===== src/rtl/qracc_sram_port_arbiter.sv =====
// qracc_sram_port_arbiter
//
// Purpose:
//   Shares the single QRAcc SRAM request port between two requesters.
//   Requester 0 is the host bus path and requester 1 is the internal weight
//   loader. Arbitration is round-robin with one outstanding transaction at a
//   time. Read data is returned to the requester that issued the read. A
//   per-requester lock lets the owner keep the port for back-to-back bursts.
//
// Ports:
//   clk, rst          clock, synchronous active-high reset
//   req_valid_i[2]    per-requester request valid
//   req_ready_o[2]    per-requester accept (transfer on valid & ready)
//   req_wr_i[2]       1 = write, 0 = read
//   req_addr_i        packed addresses, requester r at [r*AW +: AW]
//   req_wdata_i       packed write data, requester r at [r*NUM_COLS +: NUM_COLS]
//   req_lock_i[2]     keep the grant after the current transaction
//   rsp_valid_o[2]    one-cycle read-data-valid pulse per requester
//   rsp_data_o        shared read data bus, qualified by rsp_valid_o
//   sram_*            request/response handshake with the SRAM macro wrapper
//   grant_o           index of the current owner, meaningful while busy_o
//   busy_o            arbiter is not idle

module qracc_sram_port_arbiter #(
  parameter  int NUM_ROWS = 128,
  parameter  int NUM_COLS = 32,
  localparam int AW       = $clog2(NUM_ROWS)
) (
  input  logic                  clk,
  input  logic                  rst,
  input  logic [1:0]            req_valid_i,
  output logic [1:0]            req_ready_o,
  input  logic [1:0]            req_wr_i,
  input  logic [2*AW-1:0]       req_addr_i,
  input  logic [2*NUM_COLS-1:0] req_wdata_i,
  input  logic [1:0]            req_lock_i,
  output logic [1:0]            rsp_valid_o,
  output logic [NUM_COLS-1:0]   rsp_data_o,
  output logic                  sram_rq_valid_o,
  output logic                  sram_rq_wr_o,
  output logic [AW-1:0]         sram_addr_o,
  output logic [NUM_COLS-1:0]   sram_wr_data_o,
  input  logic                  sram_rq_ready_i,
  input  logic                  sram_rd_valid_i,
  input  logic [NUM_COLS-1:0]   sram_rd_data_i,
  output logic                  grant_o,
  output logic                  busy_o
);

  typedef enum logic [1:0] {
    S_IDLE    = 2'd0,
    S_ISSUE   = 2'd1,
    S_WAIT_RD = 2'd2
  } state_t;

  state_t              r_state;
  logic                r_grant;
  logic                r_last_grant;
  logic [1:0]          r_rsp_valid;
  logic [NUM_COLS-1:0] r_rsp_data;

  logic                w_issue;
  logic                w_sel_valid;
  logic                w_sel_wr;
  logic                w_sel_lock;
  logic [AW-1:0]       w_sel_addr;
  logic [NUM_COLS-1:0] w_sel_wdata;
  logic                w_accept;
  logic                w_next_grant;

  // Fields of whichever requester currently owns the port.
  assign w_sel_valid = r_grant ? req_valid_i[1] : req_valid_i[0];
  assign w_sel_wr    = r_grant ? req_wr_i[1]    : req_wr_i[0];
  assign w_sel_lock  = r_grant ? req_lock_i[1]  : req_lock_i[0];
  assign w_sel_addr  = r_grant ? req_addr_i[2*AW-1:AW] : req_addr_i[AW-1:0];
  assign w_sel_wdata = r_grant ? req_wdata_i[2*NUM_COLS-1:NUM_COLS]
                               : req_wdata_i[NUM_COLS-1:0];

  // A lone requester wins outright; on a tie the one not served last wins.
  assign w_next_grant = (req_valid_i == 2'b11) ? ~r_last_grant : req_valid_i[1];

  // The SRAM port is only driven in S_ISSUE; everywhere else it is held at 0
  // so the macro never sees a stray request.
  assign w_issue         = (r_state == S_ISSUE);
  assign sram_rq_valid_o = w_issue & w_sel_valid;
  assign sram_rq_wr_o    = w_issue & w_sel_wr;
  assign sram_addr_o     = w_issue ? w_sel_addr  : '0;
  assign sram_wr_data_o  = w_issue ? w_sel_wdata : '0;
  assign w_accept        = sram_rq_valid_o & sram_rq_ready_i;

  // SRAM readiness is forwarded only to the owner.
  always_comb begin
    req_ready_o = 2'b00;
    if (w_issue) begin
      if (r_grant) req_ready_o = {sram_rq_ready_i, 1'b0};
      else         req_ready_o = {1'b0, sram_rq_ready_i};
    end
  end

  assign rsp_valid_o = r_rsp_valid;
  assign rsp_data_o  = r_rsp_data;
  assign grant_o     = r_grant;
  assign busy_o      = (r_state != S_IDLE);

  // Arbitration FSM. A finished transaction re-enters S_ISSUE directly when
  // the owner holds its lock, which skips the arbitration cycle and allows
  // one locked write per clock. last_grant only moves on an accepted request,
  // so a requester that withdraws does not lose its turn.
  always_ff @(posedge clk) begin
    if (rst) begin
      r_state      <= S_IDLE;
      r_grant      <= 1'b0;
      r_last_grant <= 1'b1;
      r_rsp_valid  <= 2'b00;
      r_rsp_data   <= '0;
    end else begin
      r_rsp_valid <= 2'b00;
      case (r_state)
        S_IDLE: begin
          if (|req_valid_i) begin
            r_grant <= w_next_grant;
            r_state <= S_ISSUE;
          end
        end
        S_ISSUE: begin
          if (w_accept) begin
            r_last_grant <= r_grant;
            if (w_sel_wr) r_state <= w_sel_lock ? S_ISSUE : S_IDLE;
            else          r_state <= S_WAIT_RD;
          end else if (!w_sel_valid) begin
            r_state <= S_IDLE;
          end
        end
        S_WAIT_RD: begin
          if (sram_rd_valid_i) begin
            r_rsp_data  <= sram_rd_data_i;
            r_rsp_valid <= r_grant ? 2'b10 : 2'b01;
            r_state     <= w_sel_lock ? S_ISSUE : S_IDLE;
          end
        end
        default: r_state <= S_IDLE;
      endcase
    end
  end

endmodule


===== config.mk =====
export PLATFORM = sky130hd
export DESIGN_NAME = qracc_sram_port_arbiter
export DESIGN_NICKNAME = d
export VERILOG_FILES = /design/src/rtl/qracc_sram_port_arbiter.sv
export SDC_FILE = /design/constraint.sdc
export NUM_CORES = 1
export LEC_CHECK = 0
export ABC_AREA = 1
export CAP_MARGIN = 40
export CORE_UTILIZATION = 27
export CTS_CLUSTER_SIZE = 14
export DETAILED_ROUTE_END_ITERATION = 6
export PLACE_DENSITY = 0.79
export SLEW_MARGIN = 25
export SYNTH_ARGS = -nofsm -noshare
export SYNTH_HDL_FRONTEND = slang
export SYNTH_SLANG_ARGS = --single-unit

===== constraint.sdc =====
create_clock -name clk -period 1.15 [get_ports clk]
set_input_delay 0.1725 -clock clk [delete_from_list [all_inputs] [get_ports clk]]
set_output_delay 0.1725 -clock clk [all_outputs]
set_load 0.1 [all_outputs]

==> metrics.txt, run 1 <==
status finished, violations left; failing checks setup timing; Total Wirelength 14,100 um; Pwr per Cell Area 1050 mW/mm2; antenna violations before repair 0; final count of pins violating max slew 0; Design Power 6970 uW; Post-Syn Area per Cell 6.29 um2; clock transition at the registers of the reported paths 80 ps; min-delay src rsp_data_o[25]; PnR worst setup slack -523 ps; cell area after synthesis 0.00204 mm2; CTS Root Cell clkbuf_8; Final Setup Violations 80; Worst EP required 980 ps; HPWL after detailed placement 8010 um; hold depth 2; P_leak 0.00251 uW; post-route ant nets 0; # clock sinks 38; number of synthesized register bits 38; Setup Crit Path Kind reg -> out; Placer Congestion 0.773; Mapped Nets 444; skew final 15.2 ps; total track usage 0.268; Worst-Margin Slew 303 ps; Die Footprint 0.00790 mm2; largest fanout on the critical path 10; pre-CTS setup slack -254 ps; RR Startpoint grant_o; Final Hold Viols 0; DRT iter0 DRCs 106; CTS tree yes; distinct cell type count after synthesis 20; crit share post-route 1.45; Die X 88.9 um; DR pass1 iterations 4; Starting Density 0.281; sequential area share after synthesis 0.373; post-route design area 0.00663 mm2; largest net degree at the start of global routing 28; IO Port Bufs 198; reg-to-reg setup timing slack -390 ps; Arr. time, crit path 1500 ps; Die Y 88.9 um; area of the core 0.00725 mm2; vias in the first global route 3,159; share of layout cells above drive strength 1 0.544; Rows 31; dpl cell area 0.00570 mm2; Crit. End Element output pin; CTS buffer count 5; hold path endpoint rsp_data_o[25]; Worst setup SP type flop; fin crit period 1670 ps; Synth Instances 324; WL/cell 21.3 um; CTS Buffer Depth 2; P&R area growth vs syn 225%; via count 3,359; Ports 199; Antenna diodes 0; Congestion Overflow GR 0; f_max 0.598 GHz; r2r endpoint r_state[0]; Worst-Skew Late Latency 300 ps; nets@finish 682; Peak VDD IR 820 uV; H-tree Lvls 2; hold_buf cts 0; DRC violations left 0; max-cap viol count 0; Yosys Warn Count 0; unrepaired setup endpoints after global routing yes; max_slew headroom 0.798; worst hold path type reg -> reg; Worst Reg-to-Reg Cells 9; Vias/cell 5.08; first-pass GRT wire length 15,800 um
[power breakdown]
group / internal [uW] / switching [uW]
combinational: 1860 / 2780
sequential: 1350 / 43.5
clock: 416 / 515
total: 3630 / 3340
[Yosys cell counts (all sizes together)]
cell	instances	share of area
or2	1	0.0031
dfxtp	38	0.37
o21ai	36	0.088
clkbuf	12	0.022
buf	11	0.033
inv	42	0.077
nor2	5	0.012
nand2	94	0.17
nand3b	1	0.0037
nand4	1	0.0031
nand3	5	0.015
nor3	4	0.015
a21oi	74	0.18
[sequential cells by signal, indices dropped and copies added, names as in the netlist]
name          cells
rsp_data_o       32
r_state           2
rsp_valid_o       2
grant_o           1
r_last_grant      1
[cells by family after synthesis]
logic type / Yosys count / share of synthesized area
AND/OR/NAND/NOR: 111 / 0.224
AO/OA/AOI/OAI: 110 / 0.270
buffers and inverters: 65 / 0.132
flip-flops: 38 / 0.373
[worst max-delay path by stage]
stage | start | to | slack (ps) | depth (start not counted)
floorplan | grant_o | req_ready_o[1] | -550 | 3
global placement | sram_rq_ready_i | req_ready_o[0] | -230 | 4
detailed placement | sram_rq_ready_i | req_ready_o[1] | -250 | 4
CTS | grant_o | sram_wr_data_o[17] | -480 | 5
global route | grant_o | sram_wr_data_o[8] | -590 | 4
finish | grant_o | sram_rq_wr_o | -520 | 7
[cell type report]
type                            instances  area, um2
Timing Repair Buffer                  254       3570
Multi-Input combinational cell        221       1860
Sequential cell                        38        810
Fill cell                             265        626
Inverter                               42        178
Tap cell                               99        124
Clock buffer                            5       68.8
Clock inverter                          2       13.8
[critical path, cell delays in order (launching register included)]
cell and delay [ps]:
dfxtp_4 410, inv_8 130, buf_12 140, nand2_1 80, nand2_2 100, inv_2 60, nor2_4 100, buf_12 180
[per-stage QoR]
step                cells  utilization  TNS, ps  hold WS (ps)
CTS                   643        0.838   -22140           464
detailed placement    625        0.785   -11870           454
floorplan             324            -   -23320           232
global route          661        0.914   -26480           483
finish                661        0.914   -23300           468
global placement      625        0.785    -9640           450
[repair_timing]
| item | CTS | global route |
|---|---|---|
| gates cloned | 5 | 10 |
| resized for setup | 72 | 59 |
| setup buffers | 6 | 8 |
| pin swaps | 12 | 15 |
| setup endpoints to repair | 61 | 83 |
| endpoints found under the hold margin | 0 | 0 |
[layer usage]
metal,GRT usage,wire [um]
met5,0,0
met4,0.136,712
met3,0.0933,1450
met2,0.503,7200
met1,0.258,4700
[cell usage in the layout, fill, tap and decap left out, drive strengths merged]
cell type and count:
a21oi 74, dfxtp 38, or2 1, nand3 5, nand2 94, nor2 5
clkinvlp 3, clkbuf 13, buf 127, inv 41, nand3b 1, clkdlybuf4s50 119
nand4 1, nor3 4, o21ai 36
Note: power is estimated with default switching activity, not from simulation.
==> run 2: changes to the inputs <==
GPL_ROUTABILITY_DRIVEN = 0   (was unset)
==> results of run 2 <==
The final DEF is identical to that of run 1; final timing and power are the same.
